File: config.mk
export PLATFORM = sky130hd
export DESIGN_NAME = display_sched_flat
export DESIGN_NICKNAME = d
export VERILOG_FILES = /design/src/rtl/display_sched_if.sv /design/src/rtl/display_sched.sv /design/src/flat_wrapper.sv
export SDC_FILE = /design/constraint.sdc
export NUM_CORES = 1
export LEC_CHECK = 0
export CAP_MARGIN = 20
export CORE_MARGIN = 5
export CORE_UTILIZATION = 35
export DETAILED_ROUTE_END_ITERATION = 6
export GPL_TIMING_DRIVEN = 0
export SKIP_LAST_GASP = 1
export SYNTH_ARGS = -nofsm -noshare
export SYNTH_HDL_FRONTEND = slang
export SYNTH_SLANG_ARGS = --single-unit
File: constraint.sdc
create_clock -name clk -period 3.6 [get_ports clk]
set_input_delay 1.08 -clock clk [delete_from_list [all_inputs] [get_ports clk]]
set_output_delay 1.08 -clock clk [all_outputs]
set_load 0.01 [all_outputs]
File: src/rtl/display_sched_if.sv
`default_nettype none
// ============================================================================
// Module   : display_sched_if
// Purpose  : Bundles the control inputs and display-select outputs of the
//            display scheduler.
// Signals  : button, dice_period[3:0], tl_period[3:0], force_dice, force_tl
//            (driven by master); sel, blank, dice_btn, tl_en (driven by slave)
// Modports : master - controller side; slave - display_sched side
// Revision : 1.0 - initial release
// ============================================================================
interface display_sched_if;
  logic       button;
  logic [3:0] dice_period;
  logic [3:0] tl_period;
  logic       force_dice;
  logic       force_tl;
  logic       sel;
  logic       blank;
  logic       dice_btn;
  logic       tl_en;

  modport master (
    output button, dice_period, tl_period, force_dice, force_tl,
    input  sel, blank, dice_btn, tl_en
  );

  modport slave (
    input  button, dice_period, tl_period, force_dice, force_tl,
    output sel, blank, dice_btn, tl_en
  );
endinterface
`default_nettype wire

File: src/rtl/display_sched.sv
`default_nettype none
// ============================================================================
// Module   : display_sched
// Purpose  : Time-multiplexes one display between a dice roller and a
//            traffic-light controller. Each slot dwells for period+1 cycles,
//            separated by one blanked guard cycle. Forces can hold or
//            pre-empt a slot; a pressed dice button freezes the dice slot.
// Ports    : clk        - system clock
//            rst        - synchronous active-high reset
//            bus.slave  - button, periods and forces in;
//                         sel, blank, dice_btn, tl_en out
// Revision : 1.0 - initial release
// ============================================================================
module display_sched (
  input  logic            clk,
  input  logic            rst,
  display_sched_if.slave  bus
);

  localparam logic [1:0] S_DICE   = 2'd0;
  localparam logic [1:0] S_G2TL   = 2'd1;
  localparam logic [1:0] S_TL     = 2'd2;
  localparam logic [1:0] S_G2DICE = 2'd3;

  logic [1:0] r_state;
  logic [3:0] r_cnt;
  logic       r_dice_btn;
  logic [1:0] w_next_state;
  logic [3:0] w_next_cnt;

  always_comb begin
    w_next_state = r_state;
    w_next_cnt   = r_cnt;
    case (r_state)
      // Guards ignore every input and reload the dwell counter for the
      // slot they lead into.
      S_G2TL: begin
        w_next_state = S_TL;
        w_next_cnt   = bus.tl_period;
      end
      S_G2DICE: begin
        w_next_state = S_DICE;
        w_next_cnt   = bus.dice_period;
      end
      S_DICE: begin
        // A pressed button always wins so a roll in progress is never cut.
        if (bus.button || bus.force_dice) begin
          w_next_state = S_DICE;
        end else if (bus.force_tl || (r_cnt == 4'd0)) begin
          w_next_state = S_G2TL;
        end else begin
          w_next_cnt = r_cnt - 4'd1;
        end
      end
      default: begin  // S_TL
        if (bus.force_tl) begin
          w_next_state = S_TL;
        end else if (bus.force_dice || (r_cnt == 4'd0)) begin
          w_next_state = S_G2DICE;
        end else begin
          w_next_cnt = r_cnt - 4'd1;
        end
      end
    endcase
  end

  always_ff @(posedge clk) begin
    if (rst) begin
      r_state    <= S_DICE;
      r_cnt      <= bus.dice_period;
      r_dice_btn <= 1'b0;
    end else begin
      r_state    <= w_next_state;
      r_cnt      <= w_next_cnt;
      r_dice_btn <= bus.button && (r_state == S_DICE);
    end
  end

  assign bus.sel      = (r_state == S_G2TL) || (r_state == S_TL);
  assign bus.blank    = (r_state == S_G2TL) || (r_state == S_G2DICE);
  assign bus.tl_en    = (r_state == S_TL);
  assign bus.dice_btn = r_dice_btn;

endmodule
`default_nettype wire
File: src/flat_wrapper.sv
// flat-port wrapper written by rule: the top's interface ports become plain ports
module display_sched_flat 
  (clk, rst, bus_button, bus_dice_period, bus_tl_period, bus_force_dice, bus_force_tl, bus_sel, bus_blank, bus_dice_btn, bus_tl_en);
  display_sched_if bus_i ();
  input  logic clk;
  input  logic rst;
  input wire logic [$bits(bus_i.button)-1:0] bus_button;
  input wire logic [$bits(bus_i.dice_period)-1:0] bus_dice_period;
  input wire logic [$bits(bus_i.tl_period)-1:0] bus_tl_period;
  input wire logic [$bits(bus_i.force_dice)-1:0] bus_force_dice;
  input wire logic [$bits(bus_i.force_tl)-1:0] bus_force_tl;
  output wire logic [$bits(bus_i.sel)-1:0] bus_sel;
  output wire logic [$bits(bus_i.blank)-1:0] bus_blank;
  output wire logic [$bits(bus_i.dice_btn)-1:0] bus_dice_btn;
  output wire logic [$bits(bus_i.tl_en)-1:0] bus_tl_en;
  assign bus_i.button = bus_button;
  assign bus_i.dice_period = bus_dice_period;
  assign bus_i.tl_period = bus_tl_period;
  assign bus_i.force_dice = bus_force_dice;
  assign bus_i.force_tl = bus_force_tl;
  assign bus_sel = bus_i.sel;
  assign bus_blank = bus_i.blank;
  assign bus_dice_btn = bus_i.dice_btn;
  assign bus_tl_en = bus_i.tl_en;
  display_sched u_core (.clk(clk), .rst(rst), .bus(bus_i));
endmodule
## Yosys cells after proc, flatten, opt, wreduce, memory -nomap -nowiden

Index checks and enable logic that the tools add are counted.

- Word-level logic and storage cells: 34
- Flip-flop bits (word level): 7
- Bits of input ports: 13

- Equal/unequal tests: 8
- Reductions and logical operators: 11
- $add $sub $neg: 1
- Mux-type cells: 11

Operators by type and width:

| kind | number |
|---|---|
| two-way mux 4 bit | 5 |
| case mux 4 bit (3 select lines) | 1 |
| two-way mux 2 bit | 4 |
| != test 3 bit (second input constant) | 2 |
| case mux 2 bit (3 select lines) | 1 |
| logical OR 1 bit | 5 |
| != test 5 x 2 -> 1 bit (second input constant) | 1 |
| != test 5 bit (second input constant) | 1 |
| nonzero test 5 bit | 1 |
| == test 2 bit (second input constant) | 2 |
| logical NOT 4 bit | 1 |
| AND reduction 4 bit | 1 |
| subtractor 4 x 1 -> 4 bit (second input constant) | 1 |
| != test 3 x 1 -> 1 bit (second input constant) | 1 |
| == test 2 x 1 -> 1 bit (second input constant) | 1 |
| logical NOT 2 bit | 1 |
| AND reduction 2 bit | 1 |
| logical AND 1 bit | 1 |

## Depth between registers and ports, before layout

- Depth after elaboration: 6
- Mapped depth: 6

## Least setup slack after synthesis

No wires, ideal clock.

- Kind: flip-flop to output port
- Start point: register u_core.r_state[1]
- End point: output bus_blank
- Stages on the path, launching flop included: 5
- Data required time: 2.520 ns
- Slack: 1.449 ns
- Arrival time: 1.071 ns
- Cell sequence: dfxtp_1 -> inv_1 -> ha_1 -> or2_1 -> clkbuf_1

- Cells in the longest elaborated chain, start to end: 2

Ends and longest elaborated chain:

| element | line | RTL |
|---|---|---|
| start, declared | display_sched.sv:25 | `logic [1:0] r_state;` |
| start signal, assigned | display_sched.sv:73 | `r_state <= w_next_state;` |
| == test 2 x 1 -> 1 bit or == test 2 bit (tied branches) | display_sched.sv:80 | `assign bus.blank = (r_state == S_G2TL) \|\| (r_state == S_G2DICE);` |
| logical OR 1 bit (*) | display_sched.sv:80 |  |
| end, declared | flat_wrapper.sv:13 | `output wire logic [$bits(bus_i.blank)-1:0] bus_blank;` |

Every way passes the cells marked *; elsewhere a longest branch is shown, timed or not.

## Final worst setup path

Ends and elaborated chain as after synthesis.

==> out/metrics.cfg <==
[clocking]
clock_path_buffers=2
cts_setup_buffers=0
hold_buffers=0
cts.repair.resized=0
clock_sinks=7
cts_tree=done
clock_latency_ps=250
numCtsBuffers=3
clk_pin_slew_ps=60
htreeDepth=1
cts_root_buf=clkbuf_4

[floorplan]
die_h_um=50.60
start_util_pct=37.42
fp.dieW_um=50.60
die_area_um2=2560
rows=14
core_um2=1541
ios=17

[yosys]
ys_seq_area_share_pct=31.24
synth.cell_area_um2=576.8
async_flop_share_pct=0
syn_nets=78
synth_cell_type_count=30
synthMuxAreaShare_pct=3.471
syn_inst=57
synth_edf_count=4
yosys.area_share.adder_pct=17.35
synthFlopType=edfxtp_1
ys_ff_latch=7
synth_xor_xnor_area_share_pct=3.037
avgSynthCellArea_um2=10.12
synth_compound_area_share_pct=21.91
synth_top_family_by_area=compound AO/OA/AOI/OAI gates
yosysWarnings=0
synth_simple_gate_area_share_pct=19.09

[global_routing]
met2_usage_pct=15.08
grt_max_degree=10
grt_busiest_layer=met1
grt_overflow_total=0
gr-usage-all-layers_pct=11.18
use_met1_pct=16.40
use_met3_pct=1.775
grt_antenna_before_repair=0
grt_pass1_vias=453
grt_pass1_wl_um=2256

[drt]
drc=0
drtIter0Drc=4
wirelength_um=1384
wl_per_cell_um=14.88
detail-route-antenna-nets=0
vias_per_cell=5.462
drt-pass1-iter-count=4
route.vias.total=508

[finish]
final_common_cell=clkdlybuf4s50_1
n_antenna_cell=0
layout_common_cells=clkdlybuf4s50_1, ha_1, inv_1, edfxtp_1
n_fill_cell=142
areaGrowthSynthToFinish_pct=35.79
drive_above_1_share_pct=7.792
layout.cells.non_filler=93
nets=99
final_area_um2=783.3

[power_and_ir_drop]
switchingPower_uw=98.40
leakage_nw=0.2946
pwr-share-clk_pct=24.4
powerDensity_nw_per_um2=389.7
combPwrFrac_pct=38.5
p_seq_share_pct=37.2
p_int_uw=206.8
switching_share_pct=32.24
vdd_drop_max_mv=0.1916

[sta]
tightest_slew_ps=353.4
finClkSkew_ps=4.695
finalCriticalPeriod_ps=3092
relSlewSlack_pct=76.44
final-hold-violation-count=0
rsz0062_at_grt=no
finalSetupViolCount=0
slew_viol_final=0
fin_tns_setup_ps=0
post-route-period-util_pct=85.90
worst_slack_ps=507.6
whs_ps=528.7
fmax_ghz=0.3234

[critical_path]
crit_slowest_cell=clkdlybuf4s50_1
r2r_setup_slack_ps=1750
crit_chain=inv_1 > ha_1 > or2_1 > clkbuf_1 > clkdlybuf4s50_1
cp.arrival_ps=2010
required_ps=2520
crit_type=register to output port
crit_fanout=7
startpoint_type=register
worst_path_largest_cell_delay_ps=590
crit_path_end_kind=output port

[placement]
dpl.cell_count=89
hpwl_um=1114
finalWeightedCongestion=0.7883
pre_cts_ws_ps=796.4
port_buffers=16
placed_area_um2=757.0

[run]
cap_viol_max_count=0

[run_status]
outcome=completed

[worst_hold_path]
hp-class=register to register

==> final timing paths <==
| path | startpoint | to | cells past startpoint |
|---|---|---|---|
| hold / removal | u_core.r_state[1] | u_core.r_state[1] | 2 |
| hold reg to reg | u_core.r_state[1] | u_core.r_state[1] | 2 |
| setup reg to reg | u_core.r_state[1] | u_core.r_state[0] | 5 |
| setup / recovery | u_core.r_state[1] | bus_blank | 5 |
==> per-stage QoR <==
step | power, mW | utilization, %
final | 0.3052 | 50.81
after floorplan | 0.1869 | -
after CTS | 0.3092 | 50.81
after global placement | 0.2296 | 49.11
after global routing | 0.3277 | 50.81
after detailed placement | 0.2327 | 49.11
==> synthesized netlist by cell type, types with 2 or more instances <==
master    n  area (um2)
mux2i_1   2       20.02
a22o_1    2       17.52
xnor2_1   2       17.52
inv_1     5       18.77
nor3_1    2       10.01
edfxtp_1  4       120.1
nand2_1   3       11.26
dfxtp_1   3       60.06
o21ai_0   3       15.01
or2_1     2       12.51
o211ai_1  2       15.01
ha_1      8       100.1
o21ai_1   2       10.01
==> area by class of cell <==
cell class	instances	area [um2]	share of cell area, %
clock buffer	4	26.28	3.355
buffer	1	3.754	0.4792
sequential	7	180.2	23.00
multi-input combinational	44	374.1	47.76
inverter	5	18.77	2.396
tap	16	20.02	2.556
timing repair buffer	16	160.2	20.45
==> registers in the layout, summed over array words and instances (netlist names) <==
signal and count:
u_core.r_cnt 4, u_core.r_state 2, u_core.bus.dice_btn 1
==> metal layers <==
layer  share of wire, %  wire [um]  vias to the layer above
met3                2.2         31                        2
met5                  0          0                        -
met4                1.6         22                        0
met1                 50        687                      238
li1                   -          -                      259
met2                 46        642                        9
==> cells by family after synthesis <==
logic type | after synthesis
flops | 7
buf+inv | 6
compound gates | 15
mux | 2
fa+ha+maj | 8
simple gates | 17
xor+xnor | 2
==> power groups by stage <==
stage	Clock (mW)	Combinational [mW]	Sequential, mW
after floorplan	0	0.0742	0.113
after global placement	0	0.115	0.115
after detailed placement	0	0.117	0.116
after CTS	0.0778	0.118	0.114
after global routing	0.0834	0.129	0.116
final	0.0744	0.117	0.113
==> worst max-delay path, delay by kind of cell, from the launching register on <==
| kind | cells | cell delay [ps] |
|---|---|---|
| buffers and inverters | 3 | 970 |
| AND/OR/NAND/NOR | 1 | 130 |
| flip-flops | 1 | 350 |
| adder cells (fa/ha/maj) | 1 | 300 |
(Power assumes the default switching activity.)
